### src/rtl/fetch_stage_pkg.sv
// Shared fetch-stage types and default core configuration.
package fetch_stage_pkg;

    localparam int unsigned XLEN_CFG       = 64;
    localparam int unsigned REG_ADDR_WIDTH = 10;
    localparam int unsigned INST_WIDTH     = 32;

    typedef struct packed {
        logic [XLEN_CFG-1:0]   pc;
        logic [INST_WIDTH-1:0] inst;
    } fetch_entry_t;

    typedef enum logic [1:0] {
        FETCH_BOOT,
        FETCH_RUN,
        FETCH_FAULT
    } fetch_state_e;

endpackage

### src/rtl/fetch_fifo.sv
// Small synchronous FIFO of {pc, inst} fetch entries with flush.
module fetch_fifo #(
    parameter int unsigned WIDTH = 96,
    parameter int unsigned DEPTH = 2
) (
    input  logic             clk,
    input  logic             rst_n,
    input  logic             flush,
    input  logic             push,
    input  logic             pop,
    input  logic [WIDTH-1:0] wdata,
    output logic [WIDTH-1:0] rdata,
    output logic             full,
    output logic             empty
);
    localparam int unsigned PTR_W = $clog2(DEPTH);
    localparam int unsigned CNT_W = $clog2(DEPTH) + 1;

    logic [WIDTH-1:0] mem_q [DEPTH];
    logic [PTR_W-1:0] wptr_q, rptr_q;
    logic [CNT_W-1:0] count_q;
    logic             do_push, do_pop;

    assign full    = (count_q == CNT_W'(DEPTH));
    assign empty   = (count_q == '0);
    assign rdata   = mem_q[rptr_q];
    // Push while full is accepted only when the head leaves the same cycle.
    assign do_push = push && (!full || pop);
    assign do_pop  = pop && !empty;

    always_ff @(posedge clk or negedge rst_n) begin
        if (!rst_n) begin
            for (int i = 0; i < int'(DEPTH); i++) begin
                mem_q[i] <= '0;
            end
            wptr_q  <= '0;
            rptr_q  <= '0;
            count_q <= '0;
        end else if (flush) begin
            wptr_q  <= '0;
            rptr_q  <= '0;
            count_q <= '0;
        end else begin
            if (do_push) begin
                mem_q[wptr_q] <= wdata;
                wptr_q        <= wptr_q + PTR_W'(1);
            end
            if (do_pop) begin
                rptr_q <= rptr_q + PTR_W'(1);
            end
            if (do_push && !do_pop) begin
                count_q <= count_q + CNT_W'(1);
            end else if (!do_push && do_pop) begin
                count_q <= count_q - CNT_W'(1);
            end
        end
    end

endmodule

### src/rtl/fetch_stage.sv
// Instruction fetch: PC, ram lane select, fetch buffer and redirect handling.
// Optional misaligned-redirect trap enabled by FETCH_MISALIGN_TRAP_EN.
module fetch_stage
    import fetch_stage_pkg::*;
#(
    parameter int unsigned XLEN       = XLEN_CFG,
    parameter int unsigned ADDR_WIDTH = REG_ADDR_WIDTH,
    parameter logic [63:0] RESET_PC   = 64'h0,
    parameter int unsigned FIFO_DEPTH = 2
) (
    input  logic                  clk,
    input  logic                  rst_n,
    output logic [ADDR_WIDTH-1:0] imem_addr,
    input  logic [XLEN-1:0]       imem_rdata,
    input  logic                  redirect_valid,
    input  logic [XLEN-1:0]       redirect_pc,
    output logic                  inst_valid,
    input  logic                  inst_ready,
    output logic [31:0]           inst,
    output logic [XLEN-1:0]       inst_pc
);
    localparam int unsigned S = $clog2(XLEN / 8);

    typedef struct packed {
        logic [XLEN-1:0]       pc;
        logic [INST_WIDTH-1:0] inst;
    } entry_t;

    fetch_state_e    state_q, state_d;
    logic [XLEN-1:0] pc_q, pc_d;
    logic [31:0]     sel;
    logic            fetch, fifo_pop, full, empty;
    entry_t          wdata, rdata;

    assign imem_addr = pc_q[ADDR_WIDTH+S-1:S];

    if (XLEN == 32) begin : g_lane32
        assign sel = imem_rdata[31:0];
    end else begin : g_lane64
        assign sel = pc_q[2] ? imem_rdata[63:32] : imem_rdata[31:0];
    end

    assign wdata    = '{pc: pc_q, inst: sel};
    assign fifo_pop = !empty && inst_ready && !redirect_valid;

`ifdef FETCH_MISALIGN_TRAP_EN
    logic [XLEN-1:0] fault_pc_q, fault_pc_d;
    logic            fault_pend_q, fault_pend_d;
    logic            misaligned;

    assign misaligned = redirect_valid && (redirect_pc[1:0] != 2'b00);
`endif

    always_comb begin
        state_d = state_q;
        pc_d    = pc_q;
        fetch   = 1'b0;
        if (redirect_valid) begin
            state_d = FETCH_RUN;
            pc_d    = redirect_pc & ~XLEN'(3);
`ifdef FETCH_MISALIGN_TRAP_EN
            if (misaligned) begin
                state_d = FETCH_FAULT;
            end
`endif
        end else begin
            case (state_q)
                FETCH_BOOT: state_d = FETCH_RUN;
                FETCH_RUN: begin
                    if (!full || fifo_pop) begin
                        fetch = 1'b1;
                        pc_d  = pc_q + XLEN'(4);
                    end
                end
                default: ;
            endcase
        end
    end

`ifdef FETCH_MISALIGN_TRAP_EN
    always_comb begin
        fault_pc_d   = fault_pc_q;
        fault_pend_d = fault_pend_q;
        if (redirect_valid) begin
            fault_pc_d   = redirect_pc;
            fault_pend_d = misaligned;
        end else if (state_q == FETCH_FAULT && inst_ready) begin
            fault_pend_d = 1'b0;
        end
    end

    always_ff @(posedge clk or negedge rst_n) begin
        if (!rst_n) begin
            fault_pc_q   <= '0;
            fault_pend_q <= 1'b0;
        end else begin
            fault_pc_q   <= fault_pc_d;
            fault_pend_q <= fault_pend_d;
        end
    end

    // The trap entry is presented outside the FIFO, which is empty while faulted.
    always_comb begin
        inst_valid = !empty;
        inst       = rdata.inst;
        inst_pc    = rdata.pc;
        if (state_q == FETCH_FAULT) begin
            inst_valid = fault_pend_q;
            inst       = 32'h0;
            inst_pc    = fault_pc_q;
        end
    end
`else
    always_comb begin
        inst_valid = !empty;
        inst       = rdata.inst;
        inst_pc    = rdata.pc;
    end
`endif

    always_ff @(posedge clk or negedge rst_n) begin
        if (!rst_n) begin
            state_q <= FETCH_BOOT;
            pc_q    <= XLEN'(RESET_PC);
        end else begin
            state_q <= state_d;
            pc_q    <= pc_d;
        end
    end

    fetch_fifo #(
        .WIDTH($bits(entry_t)),
        .DEPTH(FIFO_DEPTH)
    ) u_fifo (
        .clk  (clk),
        .rst_n(rst_n),
        .flush(redirect_valid),
        .push (fetch),
        .pop  (fifo_pop),
        .wdata(wdata),
        .rdata(rdata),
        .full (full),
        .empty(empty)
    );

endmodule

### config.mk
export PLATFORM = sky130hd
export DESIGN_NAME = fetch_stage
export DESIGN_NICKNAME = d
export VERILOG_FILES = /design/src/rtl/fetch_stage_pkg.sv /design/src/rtl/fetch_fifo.sv /design/src/rtl/fetch_stage.sv
export SDC_FILE = /design/constraint.sdc
export NUM_CORES = 1
export LEC_CHECK = 0
export CAP_MARGIN = 20
export CORE_MARGIN = 3
export CORE_UTILIZATION = 52
export DETAILED_ROUTE_END_ITERATION = 10
export PLACE_DENSITY = 0.8
export SETUP_SLACK_MARGIN = 0.2
export SYNTH_ARGS = -nofsm -noshare
export SYNTH_HDL_FRONTEND = slang
export SYNTH_SLANG_ARGS = --single-unit
### constraint.sdc
create_clock -name clk -period 2.56 [get_ports clk]
set_clock_uncertainty 0.05 [all_clocks]
set_input_delay 0.512 -clock clk [delete_from_list [all_inputs] [get_ports clk]]
set_output_delay 0.512 -clock clk [all_outputs]
set_load 0.01 [all_outputs]
==> impl_results.md <==
- Max Fanout on Critical Path: 7
- Antenna-violating nets left: 0
- Core Footprint: 22800 um2
- Num ports: 239
- Upper clock frequency limit: 404 MHz
- Total of max-cap violations: 0
- Post-synth EDFFs: 0
- Total CTS buffers: 27
- Number of max-slew violations in the final report: 0
- Width of the die: 159 um
- Vias: 9294
- Worst rel slew slack: 0.294
- Global route overflow: 0
- Net switching power: 0.00364 W
- Delay contributed by the slowest stage of the critical path: 500 ps
- Critical Path Sink Type: output pin
- Cell depth of the worst flop-to-flop path: 7
- Min-Delay Path Depth: 2
- Top cell type by total area after synthesis: sky130_fd_sc_hd__dfrtp_1
- # clock sinks: 255
- Number of antenna violations at the first check in global routing: 0
- Critical register-to-register path startpoint: pc_q[41]
- Share of total power in sequential cells: 0.419
- Post-synthesis instance total: 1065
- Worst Hold Path EP: u_fifo.wptr_q
- Total power per unit cell area: 793 nW/um2
- Pin count of the biggest net entering global routing: 112
- Cell breakdown of the critical path: buf_12 > buf_4 > clkbuf_16 > mux2_2 > buf_2
- Fill cell total of the finished layout: 1608
- Ys async rst share: 1.00
- Global routing usage summed across all routing layers: 0.248
- Final Worst Setup Slack: 83.6 ps
- CTS tree: done
- Largest cells by area after synthesis: sky130_fd_sc_hd__dfrtp_1, sky130_fd_sc_hd__mux2_2, sky130_fd_sc_hd__nand2_1
- Switching power share of the total: 0.275
- Final period utilization: 0.967
- Global placement routability congestion: 0.813
- Post-layout minimum cycle time: 2480 ps
- Leak pwr: 7.20 nW
- Highest-delay cell along the critical path: sky130_fd_sc_hd__dfrtp_4
- Final setup vio count: 0
- Max Buffers Root-to-Sink: 3
- Initial DRT Pass Iterations: 5
- Pwr Total: 0.0132 W
- Commonest cells after routing, fill and taps aside: sky130_fd_sc_hd__dfrtp_1, sky130_fd_sc_hd__mux2_2, sky130_fd_sc_hd__clkdlybuf4s50_1, sky130_fd_sc_hd__nand2_1, sky130_fd_sc_hd__o21ai_0
- Type of the worst setup path: reg2out
- Clk Tree Root Cell: sky130_fd_sc_hd__clkbuf_16
- Die Outline Area: 25300 um2
- Signed area change from the synthesized netlist to the final layout: 37.2%
- Total number of nets in the final design: 1464
- Detail-routed net length per standard cell: 19.9 um
- Outcome: finished clean
- Count of input and output buffers: 234
- Hold path startpoint: redirect_valid
- Diodes inserted: 0
- Synthesized area divided by synthesized cell count: 11.4 um2
- VDD IR-drop max: 0.467 mV
- Worst-case hold slack: 127 ps
- Sequential element share of the synthesized area: 0.524
- Worst Setup Slack post-DPL: -129 ps
- RSZ-0062 raised after global routing: true
- Total of flip-flops plus latches after synthesis: 255
- Fin cells: 1662
- Synthesized area: 12200 um2
- H-tree levels: 1
- Placed instance area: 15100 um2
- Total count of hold-check failures in the final report: 0
- Crit path launch type: flip-flop
- Total number of yosys warnings: 0
- Classification of the worst-slack hold path: in2reg
- DRC: 0
- Row count: 55
- Post-synth cell types: 44
- Worst-path clk slew: 60 ps
- Die Ht: 159 um
- Part of the total power dissipated in the clock network: 0.305
- First-iteration detailed-routing DRC count: 500
- Share of layout cells above drive strength 1: 0.345
- Total Wirelength: 33100 um
- First-pass GRT wire length: 51300 um
- Placed cell count: 1586
- Worst endpoint data arrival time: 1910 ps
- Summed area of non-filler cells in the final layout: 16700 um2
- Reg-to-reg slack, setup: 270 ps
- Worst flop-to-flop path endpoint: pc_q[57]
- Leading cell type in the layout, fill and taps excluded: sky130_fd_sc_hd__dfrtp_1
- Worst-Skew Late Latency: 540 ps
- Share of power burned in combinational logic: 0.276
- Routed vias/inst: 5.59
- Fraction of synthesized cell area taken by the top area cell type: 0.524
- Data required time of the critical path: 2000 ps
- Number of global-route vias before repair: 9480
- Detailed placer's ending HPWL: 20500 um
- Internal Pwr Total: 0.00960 W
- Measured slew at the worst slew-check pin: 1060 ps
- Flip-flop cell with the highest count after synthesis: sky130_fd_sc_hd__dfrtp_1
- Initial Utilization: 0.533
registers in the layout (all words and copies together) (netlist names):
| name | flops |
|---|---|
| state_q | 1 |
| u_fifo.wptr_q | 1 |
| u_fifo.mem_q | 188 |
| u_fifo.count_q | 2 |
| pc_q | 62 |
| u_fifo.rptr_q | 1 |
critical path: cells and delay by family (launching register included):
family	cells	cell delay [ps]
buf+inv	4	600
flops	1	500
mux	1	260
cells in the mapped netlist, types with 8 or more instances:
master and n:
sky130_fd_sc_hd__and3_1 13, sky130_fd_sc_hd__buf_4 14, sky130_fd_sc_hd__inv_1 8, sky130_fd_sc_hd__nand2_1 115
sky130_fd_sc_hd__nor4_1 9, sky130_fd_sc_hd__o21ai_0 84, sky130_fd_sc_hd__buf_2 17, sky130_fd_sc_hd__nand3_1 20
sky130_fd_sc_hd__nor3_1 19, sky130_fd_sc_hd__a21oi_1 35, sky130_fd_sc_hd__buf_1 12, sky130_fd_sc_hd__nand4_1 24
sky130_fd_sc_hd__dfrtp_1 255, sky130_fd_sc_hd__nor2_1 46, sky130_fd_sc_hd__xor2_1 25, sky130_fd_sc_hd__clkbuf_1 32
sky130_fd_sc_hd__mux2_2 218, sky130_fd_sc_hd__mux2i_1 33, sky130_fd_sc_hd__o21ai_1 11, sky130_fd_sc_hd__xnor2_1 34
cell families after synthesis:
| family | count (synthesis) | share of synthesized area |
|---|---|---|
| adders and majority gates | 1 | 0.00103 |
| other | 2 | 0.000617 |
| buffers and inverters | 84 | 0.0326 |
| AOI/OAI and AO/OA | 136 | 0.0572 |
| xor gates and xnor gates | 59 | 0.0424 |
| muxes | 251 | 0.229 |
| and+or+nand+nor | 277 | 0.113 |
| DFF | 255 | 0.524 |
area by class of cell:
class	instances	area, um2	share of cell area
clock inverter	9	151	0.00906
sequential	255	6390	0.383
multi-input combinational	727	5520	0.330
clock buffer	38	767	0.0459
inverter	8	30.0	0.00180
tap	313	392	0.0234
timing repair buffer	312	3460	0.207
through the flow:
| step | utilization | TNS [ps] |
|---|---|---|
| finish | 0.731 | 0 |
| global placement | 0.661 | -1680 |
| floorplan | - | 0 |
| detailed placement | 0.661 | -5460 |
| global route | 0.731 | 0 |
| CTS | 0.715 | 0 |
layer usage:
metal | routed length, um | share of wire | global-route usage
met5 | 0 | 0 | 0
met4 | 985 | 0.030 | 0.0776
met2 | 16000 | 0.48 | 0.415
met3 | 2260 | 0.068 | 0.0544
met1 | 13900 | 0.42 | 0.326
repair_timing:
action / 4_1_cts / 5_1_grt
setup buffers: 9 / 6
gates cloned: 9 / 4
endpoints found under the hold margin: 44 / 0
endpoints found under the setup margin: 99 / 106
pin swaps: 0 / 2
hold buffers: 1 / 0
gates resized for setup: 347 / 140
worst max-delay path by stage:
stage	start	to	cells past startpoint
floorplan	pc_q[2]	pc_q[57]	8
global placement	inst_ready	u_fifo.mem_q[42]	7
detailed placement	inst_ready	u_fifo.mem_q[40]	7
CTS	u_fifo.rptr_q	inst[19]	4
global route	u_fifo.rptr_q	inst_pc[42]	5
finish	u_fifo.rptr_q	inst[22]	5
power groups by stage:
stage / clock [W] / combinational, W / sequential [W]
3_3_place_gp: 0 / 0.00330 / 0.00551
4_1_cts: 0.00411 / 0.00339 / 0.00553
2_1_floorplan: 0 / 0.00186 / 0.00541
3_5_place_dp: 0 / 0.00337 / 0.00559
6_report: 0.00404 / 0.00365 / 0.00555
5_1_grt: 0.00429 / 0.00393 / 0.00565
Power figures use the tool's default switching activity.
